### config.mk
export PLATFORM = sky130hd
export DESIGN_NAME = eth_mdio_responder
export DESIGN_NICKNAME = d
export VERILOG_FILES = /design/src/rtl/eth_mdio_pkg.sv /design/src/rtl/eth_mdio_sync_edge.sv /design/src/rtl/eth_mdio_responder.sv
export SDC_FILE = /design/constraint.sdc
export NUM_CORES = 1
export LEC_CHECK = 0
export BUFFER_PORTS_ARGS = -buffer_cell sky130_fd_sc_hd__buf_2
export CAP_MARGIN = 10
export CORE_UTILIZATION = 57
export DETAILED_ROUTE_END_ITERATION = 16
export GPL_ROUTABILITY_DRIVEN = 0
export GPL_TIMING_DRIVEN = 0
export HOLD_SLACK_MARGIN = 0.15
export PLACE_DENSITY = 0.87
export SLEW_MARGIN = 20
export SYNTH_ARGS = -nofsm -noshare
export SYNTH_HDL_FRONTEND = slang
export SYNTH_HIERARCHICAL = 1
export SYNTH_SLANG_ARGS = --single-unit
### constraint.sdc
create_clock -name clk_i -period 2.7 [get_ports clk_i]
set_input_delay 0.405 -clock clk_i [delete_from_list [all_inputs] [get_ports clk_i]]
set_output_delay 0.405 -clock clk_i [all_outputs]
set_load 0.01 [all_outputs]
### src/rtl/eth_mdio_pkg.sv
// Shared definitions for the Clause-22 MDIO responder: opcodes, frame
// field widths, last-bit indices for the shared bit counter, and the frame
// state enum.
package eth_mdio_pkg;

  localparam logic [1:0] OP_READ  = 2'b10;
  localparam logic [1:0] OP_WRITE = 2'b01;

  localparam int unsigned OP_BITS    = 2;
  localparam int unsigned PHYAD_BITS = 5;
  localparam int unsigned REGAD_BITS = 5;
  localparam int unsigned TA_BITS    = 2;
  localparam int unsigned DATA_BITS  = 16;

  // Value of the 5-bit field counter on the tick that samples a field's last bit
  localparam logic [4:0] OP_LAST    = 5'(OP_BITS - 1);
  localparam logic [4:0] PHYAD_LAST = 5'(PHYAD_BITS - 1);
  localparam logic [4:0] REGAD_LAST = 5'(REGAD_BITS - 1);
  localparam logic [4:0] TA_LAST    = 5'(TA_BITS - 1);
  localparam logic [4:0] DATA_LAST  = 5'(DATA_BITS - 1);

  typedef enum logic [2:0] {
    PREAMBLE,
    START,
    OP,
    PHYAD,
    REGAD,
    TA,
    DATA
  } mdio_state_e;

endpackage

### src/rtl/eth_mdio_sync_edge.sv
// Synchronizes the asynchronous MDC/MDIO pins into clk_i and produces a
// one-cycle tick on every synchronized MDC rising edge.
//   clk_i, rst_ni  : system clock, async active-low reset
//   mdc_i, mdio_i  : raw pin values
//   tick_o         : 1-cycle pulse per MDC rising edge
//   mdio_sync_o    : synchronized MDIO, aligned with tick_o
module eth_mdio_sync_edge
  import eth_mdio_pkg::*;
#(
  parameter int unsigned SyncStages = 2
) (
  input  logic clk_i,
  input  logic rst_ni,
  input  logic mdc_i,
  input  logic mdio_i,
  output logic tick_o,
  output logic mdio_sync_o
);

  logic [SyncStages-1:0] mdc_ff_q;
  logic [SyncStages-1:0] mdio_ff_q;
  logic                  mdc_prev_q;

  always_ff @(posedge clk_i or negedge rst_ni) begin
    if (!rst_ni) begin
      mdc_ff_q   <= '0;
      mdio_ff_q  <= '0;
      mdc_prev_q <= 1'b0;
    end else begin
      mdc_ff_q   <= {mdc_ff_q[SyncStages-2:0], mdc_i};
      mdio_ff_q  <= {mdio_ff_q[SyncStages-2:0], mdio_i};
      mdc_prev_q <= mdc_ff_q[SyncStages-1];
    end
  end

  assign tick_o      = mdc_ff_q[SyncStages-1] & ~mdc_prev_q;
  assign mdio_sync_o = mdio_ff_q[SyncStages-1];

endmodule

### src/rtl/eth_mdio_responder.sv
// PHY-side Clause-22 MDIO responder. Decodes management frames sampled on
// MDC rising edges, presents reads/writes on a 16-bit register port and
// drives read data back onto MDIO.
//   clk_i, rst_ni       : system clock (>= 20x MDC), async active-low reset
//   mdc_i, mdio_i       : MDIO bus inputs (asynchronous)
//   mdio_o, mdio_oe     : MDIO drive value / drive enable
//   reg_addr_o          : REGAD of the most recent frame
//   reg_wdata_o         : write data, valid with reg_we_o
//   reg_we_o, reg_re_o  : one-cycle write / read strobes
//   reg_rdata_i         : read data, sampled one clk after reg_re_o
//   busy_o              : high from start bit until end of frame
module eth_mdio_responder
  import eth_mdio_pkg::*;
#(
  parameter logic [4:0]  PhyAddr      = 5'd1,
  parameter int unsigned PreambleBits = 32,
  parameter int unsigned SyncStages   = 2
) (
  input  logic        clk_i,
  input  logic        rst_ni,
  input  logic        mdc_i,
  input  logic        mdio_i,
  output logic        mdio_o,
  output logic        mdio_oe,
  output logic [4:0]  reg_addr_o,
  output logic [15:0] reg_wdata_o,
  output logic        reg_we_o,
  output logic        reg_re_o,
  input  logic [15:0] reg_rdata_i,
  output logic        busy_o
);

  localparam int unsigned     PcW    = (PreambleBits < 1) ? 1 : $clog2(PreambleBits + 1);
  localparam logic [PcW-1:0]  PreMax = PcW'(PreambleBits);

  logic tick, mdio_s;

  eth_mdio_sync_edge #(.SyncStages(SyncStages)) u_sync (
    .clk_i       (clk_i),
    .rst_ni      (rst_ni),
    .mdc_i       (mdc_i),
    .mdio_i      (mdio_i),
    .tick_o      (tick),
    .mdio_sync_o (mdio_s)
  );

  mdio_state_e      state_q, state_d;
  logic [4:0]       cnt_q, cnt_d;
  logic [PcW-1:0]   pre_q, pre_d;
  logic [15:0]      sr_q, sr_d;
  logic             rd_q, rd_d;
  logic             match_q, match_d;
  logic             mdio_q, mdio_d;
  logic             oe_q, oe_d;
  logic [4:0]       addr_q, addr_d;
  logic [15:0]      wdata_q, wdata_d;
  logic             we_q, we_d;
  logic             re_q, re_d;
  logic             busy_q, busy_d;

  always_ff @(posedge clk_i or negedge rst_ni) begin
    if (!rst_ni) begin
      state_q <= PREAMBLE;
      cnt_q   <= '0;
      pre_q   <= '0;
      sr_q    <= '0;
      rd_q    <= 1'b0;
      match_q <= 1'b0;
      mdio_q  <= 1'b0;
      oe_q    <= 1'b0;
      addr_q  <= '0;
      wdata_q <= '0;
      we_q    <= 1'b0;
      re_q    <= 1'b0;
      busy_q  <= 1'b0;
    end else begin
      state_q <= state_d;
      cnt_q   <= cnt_d;
      pre_q   <= pre_d;
      sr_q    <= sr_d;
      rd_q    <= rd_d;
      match_q <= match_d;
      mdio_q  <= mdio_d;
      oe_q    <= oe_d;
      addr_q  <= addr_d;
      wdata_q <= wdata_d;
      we_q    <= we_d;
      re_q    <= re_d;
      busy_q  <= busy_d;
    end
  end

  always_comb begin
    state_d = state_q;
    cnt_d   = cnt_q;
    pre_d   = pre_q;
    sr_d    = sr_q;
    rd_d    = rd_q;
    match_d = match_q;
    mdio_d  = mdio_q;
    oe_d    = oe_q;
    addr_d  = addr_q;
    wdata_d = wdata_q;
    we_d    = 1'b0;
    re_d    = 1'b0;
    busy_d  = busy_q;

    // Read data is loaded the clk after the read strobe; ticks are many
    // clks apart, so this never collides with a shift on a tick.
    if (re_q) sr_d = reg_rdata_i;

    if (tick) begin
      unique case (state_q)
        PREAMBLE: begin
          if (mdio_s) begin
            if (pre_q != PreMax) pre_d = pre_q + PcW'(1);
          end else if (pre_q >= PreMax) begin
            state_d = START;
          end else begin
            pre_d = '0;
          end
        end
        START: begin
          cnt_d = '0;
          if (mdio_s) begin
            state_d = OP;
            busy_d  = 1'b1;
          end else begin
            state_d = PREAMBLE;
            pre_d   = '0;
          end
        end
        OP: begin
          sr_d  = {sr_q[14:0], mdio_s};
          cnt_d = cnt_q + 5'd1;
          if (cnt_q == OP_LAST) begin
            cnt_d = '0;
            if ({sr_q[0], mdio_s} == OP_READ) begin
              rd_d    = 1'b1;
              state_d = PHYAD;
            end else if ({sr_q[0], mdio_s} == OP_WRITE) begin
              rd_d    = 1'b0;
              state_d = PHYAD;
            end else begin
              state_d = PREAMBLE;
              pre_d   = '0;
              busy_d  = 1'b0;
            end
          end
        end
        PHYAD: begin
          sr_d  = {sr_q[14:0], mdio_s};
          cnt_d = cnt_q + 5'd1;
          if (cnt_q == PHYAD_LAST) begin
            match_d = ({sr_q[3:0], mdio_s} == PhyAddr);
            cnt_d   = '0;
            state_d = REGAD;
          end
        end
        REGAD: begin
          sr_d  = {sr_q[14:0], mdio_s};
          cnt_d = cnt_q + 5'd1;
          if (cnt_q == REGAD_LAST) begin
            addr_d  = {sr_q[3:0], mdio_s};
            re_d    = rd_q & match_q;
            cnt_d   = '0;
            state_d = TA;
          end
        end
        TA: begin
          cnt_d = cnt_q + 5'd1;
          if (cnt_q != TA_LAST) begin
            if (rd_q && match_q) begin
              oe_d   = 1'b1;
              mdio_d = 1'b0;
            end
          end else begin
            if (rd_q && match_q) begin
              mdio_d = sr_q[15];
              sr_d   = {sr_q[14:0], 1'b0};
            end
            cnt_d   = '0;
            state_d = DATA;
          end
        end
        DATA: begin
          cnt_d = cnt_q + 5'd1;
          // Read frames shift out of bit 15; write frames shift in at bit 0.
          if (rd_q && match_q) begin
            mdio_d = sr_q[15];
            sr_d   = {sr_q[14:0], 1'b0};
          end else begin
            sr_d = {sr_q[14:0], mdio_s};
          end
          if (cnt_q == DATA_LAST) begin
            if (rd_q && match_q) begin
              oe_d   = 1'b0;
              mdio_d = 1'b0;
            end
            if (!rd_q && match_q) begin
              wdata_d = {sr_q[14:0], mdio_s};
              we_d    = 1'b1;
            end
            cnt_d   = '0;
            pre_d   = '0;
            busy_d  = 1'b0;
            state_d = PREAMBLE;
          end
        end
        default: state_d = PREAMBLE;
      endcase
    end
  end

  assign mdio_o      = mdio_q;
  assign mdio_oe     = oe_q;
  assign reg_addr_o  = addr_q;
  assign reg_wdata_o = wdata_q;
  assign reg_we_o    = we_q;
  assign reg_re_o    = re_q;
  assign busy_o      = busy_q;

endmodule
==> flow_summary.yaml, run 1 <==
yosys:
  yosysMostFrequentCell: "dfrtp_1"
  ys_ff_latch: 63
  synth.top_cells.by_area: "dfrtp_1 50%, mux2_2 8.6%, mux2i_1 5.7%"
  synth.distinct_cells: 49
  syn_avg_cell_area_um2: 11.0
  synth_ff_type: "dfrtp_1"
  synth_top_area_share_pct: 50.0
  yosysTopAreaCell: "dfrtp_1"
  ys_warn_count: 6
  synth_area_um2: 3150
  synth_nets: 315
  netlist_instances: 286
  synthArstFlopShare_pct: 100
  synth_seq_area_share_pct: 50.0
  synth_edf_count: 0
  synth_common_cells: "63 x dfrtp_1, 34 x o21ai_0, 30 x nand2_1"
cells_and_area:
  nFillCells: 358
  area_growth_pct: 16.0
  layout-drive-gt1-share_pct: 31.1
  layout.nets: 371
  final_cells: 417
  diodes: 0
timing:
  fin_worst_skew_ns: 0.0132
  fmax_mhz: 412
  finalHoldViolCount: 0
  fin_crit_ns: 2.43
  tightest_slew_ns: 0.786
  timing.final.crit_share_pct: 89.9
  maxSlewViolCount: 0
  slew_headroom_pct: 47.1
  tns_ns: 0
  setup_viol: 0
  rsz0062_at_grt: "no"
worst_setup_path:
  regToRegEndpoint: "reg_wdata_o[15]"
  required_ns: 2.93
  reg2reg_setup_slack_ns: 0.27
  start_kind: "flop"
  worstSetupPathType: "reg2reg"
  cp.arrival_ns: 2.65
  critical_path.max_fanout: 10
  reg2reg_from: "cnt_q[0]"
  cp-end-kind: "flop"
  r2r_cells: 8
status:
  status: "completed"
power_and_ir_drop:
  switching_power_w: 0.000431
  cellPowerDensity_nw_per_um2: 502
  peakVddDrop_v: 0.000488
  pwr-share-comb_pct: 3.9
  seq_power_share_pct: 52.6
  clock_power_share_pct: 43.5
  p_leak_nw: 1.64
  intPower_w: 0.00141
  fin_total_pwr_w: 0.00184
  p_sw_share_pct: 23.5
min_path:
  hp-class: "in2async"
cts:
  root_buffer: "clkbuf_8"
  numClockSinks: 63
  cts.htree.levels: 3
  cts_buffer_depth: 2
  post_cts_buffers: 0
  cts_tree: "done"
  cts.clk_slew.worst_paths_ns: 0.07
  insertion_delay_ns: 0.34
  numCtsBuffers: 9
  cts-hold-fix-buffers: 0
  post_cts_resized: 0
global_route:
  grt_pass1_wl_um: 11100
  grt_usage_pct: 24.6
  grt_max_degree: 64
  antenna_found_initial: 0
  grt_overflow: 0
  grt_pass1_vias: 2398
placed_design:
  io_buffers: 45
  dp_hpwl_um: 4440
  dpl.cell_count: 401
floorplan:
  die_h_um: 76.4
  ios: 46
  die_area_um2: 5840
  coreArea_um2: 5200
  fp-row-count: 26
  die_x_um: 76.4
  initial_utilization_pct: 60.6
route:
  drt-initial-drc-count: 153
  drt-total-wl_um: 6440
  ant_nets: 0
  dr_total_vias: 2388
  routedWlPerCell_um: 15.4
  route.detailed.drc: 0
  viasPerCell: 5.73
  firstDrtPassIters: 4
flow_run:
  cap_violations: 0
final cells by class:
class                           instances  area (µm²)  share of cell area (%)
Multi-Input combinational cell        197        1430                    39.1
Timing Repair Buffer                   45         228                    6.22
Inverter                               12        45.0                    1.23
Buffer                                 14         104                    2.84
Clock inverter                          6        61.3                    1.68
Tap cell                               70        87.6                    2.39
Clock buffer                           10         128                    3.49
Sequential cell                        63        1580                    43.1
flip-flops by register name, indices dropped and copies added, names as in the netlist, 2 cells and up:
signal            count
state_q               3
cnt_q                 5
reg_wdata_o          16
pre_q                 6
u_sync/mdio_ff_q      2
u_sync/mdc_ff_q       2
reg_addr_o            5
sr_q                 16
placed cells by master, fill, tap and decap left out, types with 2 or more instances in the layout:
| cell type | instances |
|---|---|
| clkinv_2 | 3 |
| nor2_1 | 11 |
| nand2_1 | 30 |
| inv_1 | 12 |
| nor3_1 | 6 |
| o31ai_2 | 2 |
| mux2_2 | 24 |
| nor4b_1 | 3 |
| buf_4 | 2 |
| clkbuf_8 | 12 |
| a21oi_1 | 3 |
| o21ai_0 | 34 |
| or3_1 | 4 |
| nand3_1 | 11 |
| nor2b_1 | 2 |
| o211ai_1 | 2 |
| clkbuf_1 | 7 |
| and2b_2 | 2 |
| nand4_1 | 2 |
| ha_1 | 9 |
| buf_2 | 46 |
| or4b_1 | 3 |
| o31ai_1 | 2 |
| nand2b_1 | 3 |
| a31oi_1 | 2 |
| mux2i_1 | 18 |
| buf_6 | 2 |
| o211ai_4 | 2 |
| dfrtp_1 | 63 |
| a211o_2 | 2 |
logic make-up (layout without fill, tap and decap cells):
group | count (synthesis) | in the layout | synth area share (%)
AO/OA/AOI/OAI | 54 | 54 | 11.3
XOR/XNOR | 1 | 1 | 0.278
adder cells (fa/ha/maj) | 9 | 9 | 3.57
buffers and inverters | 26 | 87 | 4.72
flip-flops | 63 | 63 | 50.0
multiplexers | 42 | 42 | 14.3
AND/OR/NAND/NOR | 91 | 91 | 15.9
worst max path at each step:
stage | from | to | slack [ns] | cells past startpoint
after floorplan | cnt_q[1] | state_q[0] | 0.54 | 8
after global placement | cnt_q[0] | reg_wdata_o[7] | 0.33 | 8
after detailed placement | cnt_q[0] | reg_wdata_o[15] | 0.29 | 8
after CTS | cnt_q[0] | reg_wdata_o[15] | 0.25 | 8
after global routing | cnt_q[0] | reg_wdata_o[10] | 0.07 | 8
final | cnt_q[0] | reg_wdata_o[15] | 0.27 | 8
metrics by stage:
step / util [%] / worst slack (ns) / cell area [µm²] / hold slack [ns]
finish: 70.3 / 0.274 / 3660 / 0.125
global placement: 66.6 / 0.331 / 3470 / 0.332
floorplan: - / 0.540 / 3150 / 0.109
CTS: 70.3 / 0.255 / 3660 / 0.157
global route: 70.3 / 0.0706 / 3660 / 0.162
detailed placement: 66.7 / 0.286 / 3470 / 0.335
per-layer routing:
layer / share of wire [%] / vias up / track usage [%] / wire [µm]
li1: - / 1126 / - / -
met1: 43 / 1162 / 31.9 / 2770
met2: 50 / 91 / 39.8 / 3190
met3: 6.4 / 9 / 4.79 / 412
met4: 1.1 / 0 / 11.7 / 68
met5: 0 / - / 0 / 0
power groups by stage:
stage	sequential [W]	combinational, W	clock [W]
detailed placement	0.000984	0.0000737	0
floorplan	0.000981	0.0000338	0
global route	0.000967	0.0000834	0.000837
CTS	0.000966	0.0000739	0.000802
global placement	0.000983	0.0000713	0
finish	0.000966	0.0000722	0.000799
worst max-delay path, cell delays in order (launching register included):
cell and delay (ns):
dfrtp_1 0.42, ha_1 0.22, nand3_1 0.11, inv_1 0.08, ha_1 0.25, nand4b_1 0.14
nor2_2 0.37, buf_2 0.34, mux2_2 0.37
(Power assumes the default switching activity.)
==> run 2: changes to the inputs <==
--- a/config.mk
+++ b/config.mk
@@ -13,6 +13,8 @@
 export GPL_TIMING_DRIVEN = 0
 export HOLD_SLACK_MARGIN = 0.15
 export PLACE_DENSITY = 0.87
+export RECOVER_POWER = 100
+export REMOVE_ABC_BUFFERS = 1
 export SLEW_MARGIN = 20
 export SYNTH_ARGS = -nofsm -noshare
 export SYNTH_HDL_FRONTEND = slang
==> run 2 against run 1 <==
Effect of this change:
- combinational power increased by 7.2%
- setup slack got worse by 0.072 ns
- sequential share of layout area up 0.92 points
- sequential power is essentially flat
- the run now ends with capacitance limit, slew limit left
- total power up 11%
- sequential cell count is the same
- clock power rose by 25%
- count of clock-buffer cells in the layout decreased by 1
- worst hold slack gained 0.22 ns
- final area decreased by 2.1%
- maximum frequency is 2.9% lower
==> flow_summary.yaml, run 2 (synthesis results as in run 1) <==
status:
  status: "finished with violations"
  violations: "capacitance limit, slew limit"
timing:
  slew_headroom_pct: -3.36
  fmax_mhz: 400
  tns_ns: 0
  setup_viol: 0
  rsz0062_at_grt: "no"
  tightest_slew_ns: 1.55
  fin_crit_ns: 2.50
  maxSlewViolCount: 64
  timing.final.crit_share_pct: 92.5
  finalHoldViolCount: 0
  fin_worst_skew_ns: 0.00549
worst_setup_path:
  worstSetupPathType: "reg2reg"
  critical_path.max_fanout: 9
  regToRegEndpoint: "pre_q[3]"
  cp.arrival_ns: 2.74
  cp-end-kind: "flop"
  r2r_cells: 7
  required_ns: 2.94
  reg2reg_setup_slack_ns: 0.20
  start_kind: "flop"
  reg2reg_from: "u_sync/mdio_ff_q[1]"
floorplan:
  fp-row-count: 26
  die_area_um2: 5840
  initial_utilization_pct: 60.6
  die_x_um: 76.4
  ios: 46
  coreArea_um2: 5200
  die_h_um: 76.4
cts:
  cts.htree.levels: 3
  numCtsBuffers: 9
  root_buffer: "clkbuf_8"
  insertion_delay_ns: 0.34
  cts_buffer_depth: 2
  numClockSinks: 63
  cts.clk_slew.worst_paths_ns: 0.07
  cts_tree: "done"
  cts-hold-fix-buffers: 0
  post_cts_buffers: 0
  post_cts_resized: 0
min_path:
  min_from: "reg_rdata_i[8]"
  min_path_cells: 3
  min_to: "sr_q[8]"
  hp-class: "in2reg"
route:
  firstDrtPassIters: 4
  drt-initial-drc-count: 128
  route.detailed.drc: 0
  dr_total_vias: 2279
  viasPerCell: 5.61
  ant_nets: 0
  routedWlPerCell_um: 15.4
  drt-total-wl_um: 6270
cells_and_area:
  final_cells: 406
  final_common_cell: "dfrtp_1"
  nFillCells: 404
  fin_area_um2: 3580
  final_cell_mix: "63 x dfrtp_1, 34 x o21ai_0, 30 x nand2_1"
  layout.nets: 360
  layout-drive-gt1-share_pct: 21.1
  diodes: 0
  area_growth_pct: 13.6
global_route:
  grt_pass1_wl_um: 10600
  grt_usage_pct: 23.4
  grt_overflow: 0
  grt_max_degree: 64
  grt_pass1_vias: 2306
  antenna_found_initial: 0
placed_design:
  dpl-instance-area_um2: 3380
  dp_hpwl_um: 4060
  io_buffers: 45
  dpl.cell_count: 388
power_and_ir_drop:
  peakVddDrop_v: 0.000457
  cellPowerDensity_nw_per_um2: 570
  p_leak_nw: 1.51
flow_run:
  cap_violations: 1
-- run 2: worst max path at each step --
stage	slack [ns]	from	endpoint
floorplan	0.26	cnt_q[1]	sr_q[0]
global placement	-0.40	cnt_q[1]	sr_q[4]
detailed placement	0.19	state_q[0]	reg_wdata_o[8]
CTS	0.19	state_q[0]	reg_wdata_o[0]
global route	0.03	cnt_q[1]	pre_q[3]
finish	0.20	u_sync/mdio_ff_q[1]	pre_q[3]
-- run 2: area by class of cell --
cell class	instances	area, µm²	share of cell area, %
Timing Repair Buffer	48	224	6.25
Inverter	12	45.0	1.26
Sequential cell	63	1580	44.0
Tap cell	70	87.6	2.44
Multi-Input combinational cell	197	1410	39.2
Clock buffer	9	124	3.46
Clock inverter	7	120	3.35
-- run 2: through the flow --
stage               setup WS [ns]  hold slack [ns]  utilization [%]  power (W)
floorplan                   0.262            0.109                -    0.00101
global placement           -0.404            0.331             64.6    0.00105
detailed placement          0.188            0.336             65.0    0.00106
CTS                         0.193            0.150             69.7    0.00206
global route               0.0312            0.355             68.8    0.00211
finish                      0.202            0.350             68.8    0.00204
-- run 2: power breakdown --
| group | switching, W | total [W] | internal [W] |
|---|---|---|---|
| Clock | 0.000384 | 0.00100 | 0.000616 |
| Sequential | 0.0000119 | 0.000966 | 0.000954 |
| Combinational | 0.0000464 | 0.0000774 | 0.0000310 |
-- run 2: worst max-delay path: stages, from the launching register on --
cell and delay, ns:
dfrtp_1 0.48, inv_1 0.14, ha_1 0.24, or3_2 0.46, o211ai_1 0.34, o211ai_4 0.20, or2_4 0.29, o31ai_1 0.24
-- run 2: metal layers --
metal	wire [µm]	track usage (%)	share of wire (%)
met5	0	0	0
met1	2750	29.7	44
met4	57	7.12	0.91
met3	292	8.14	4.7
met2	3170	37.9	51
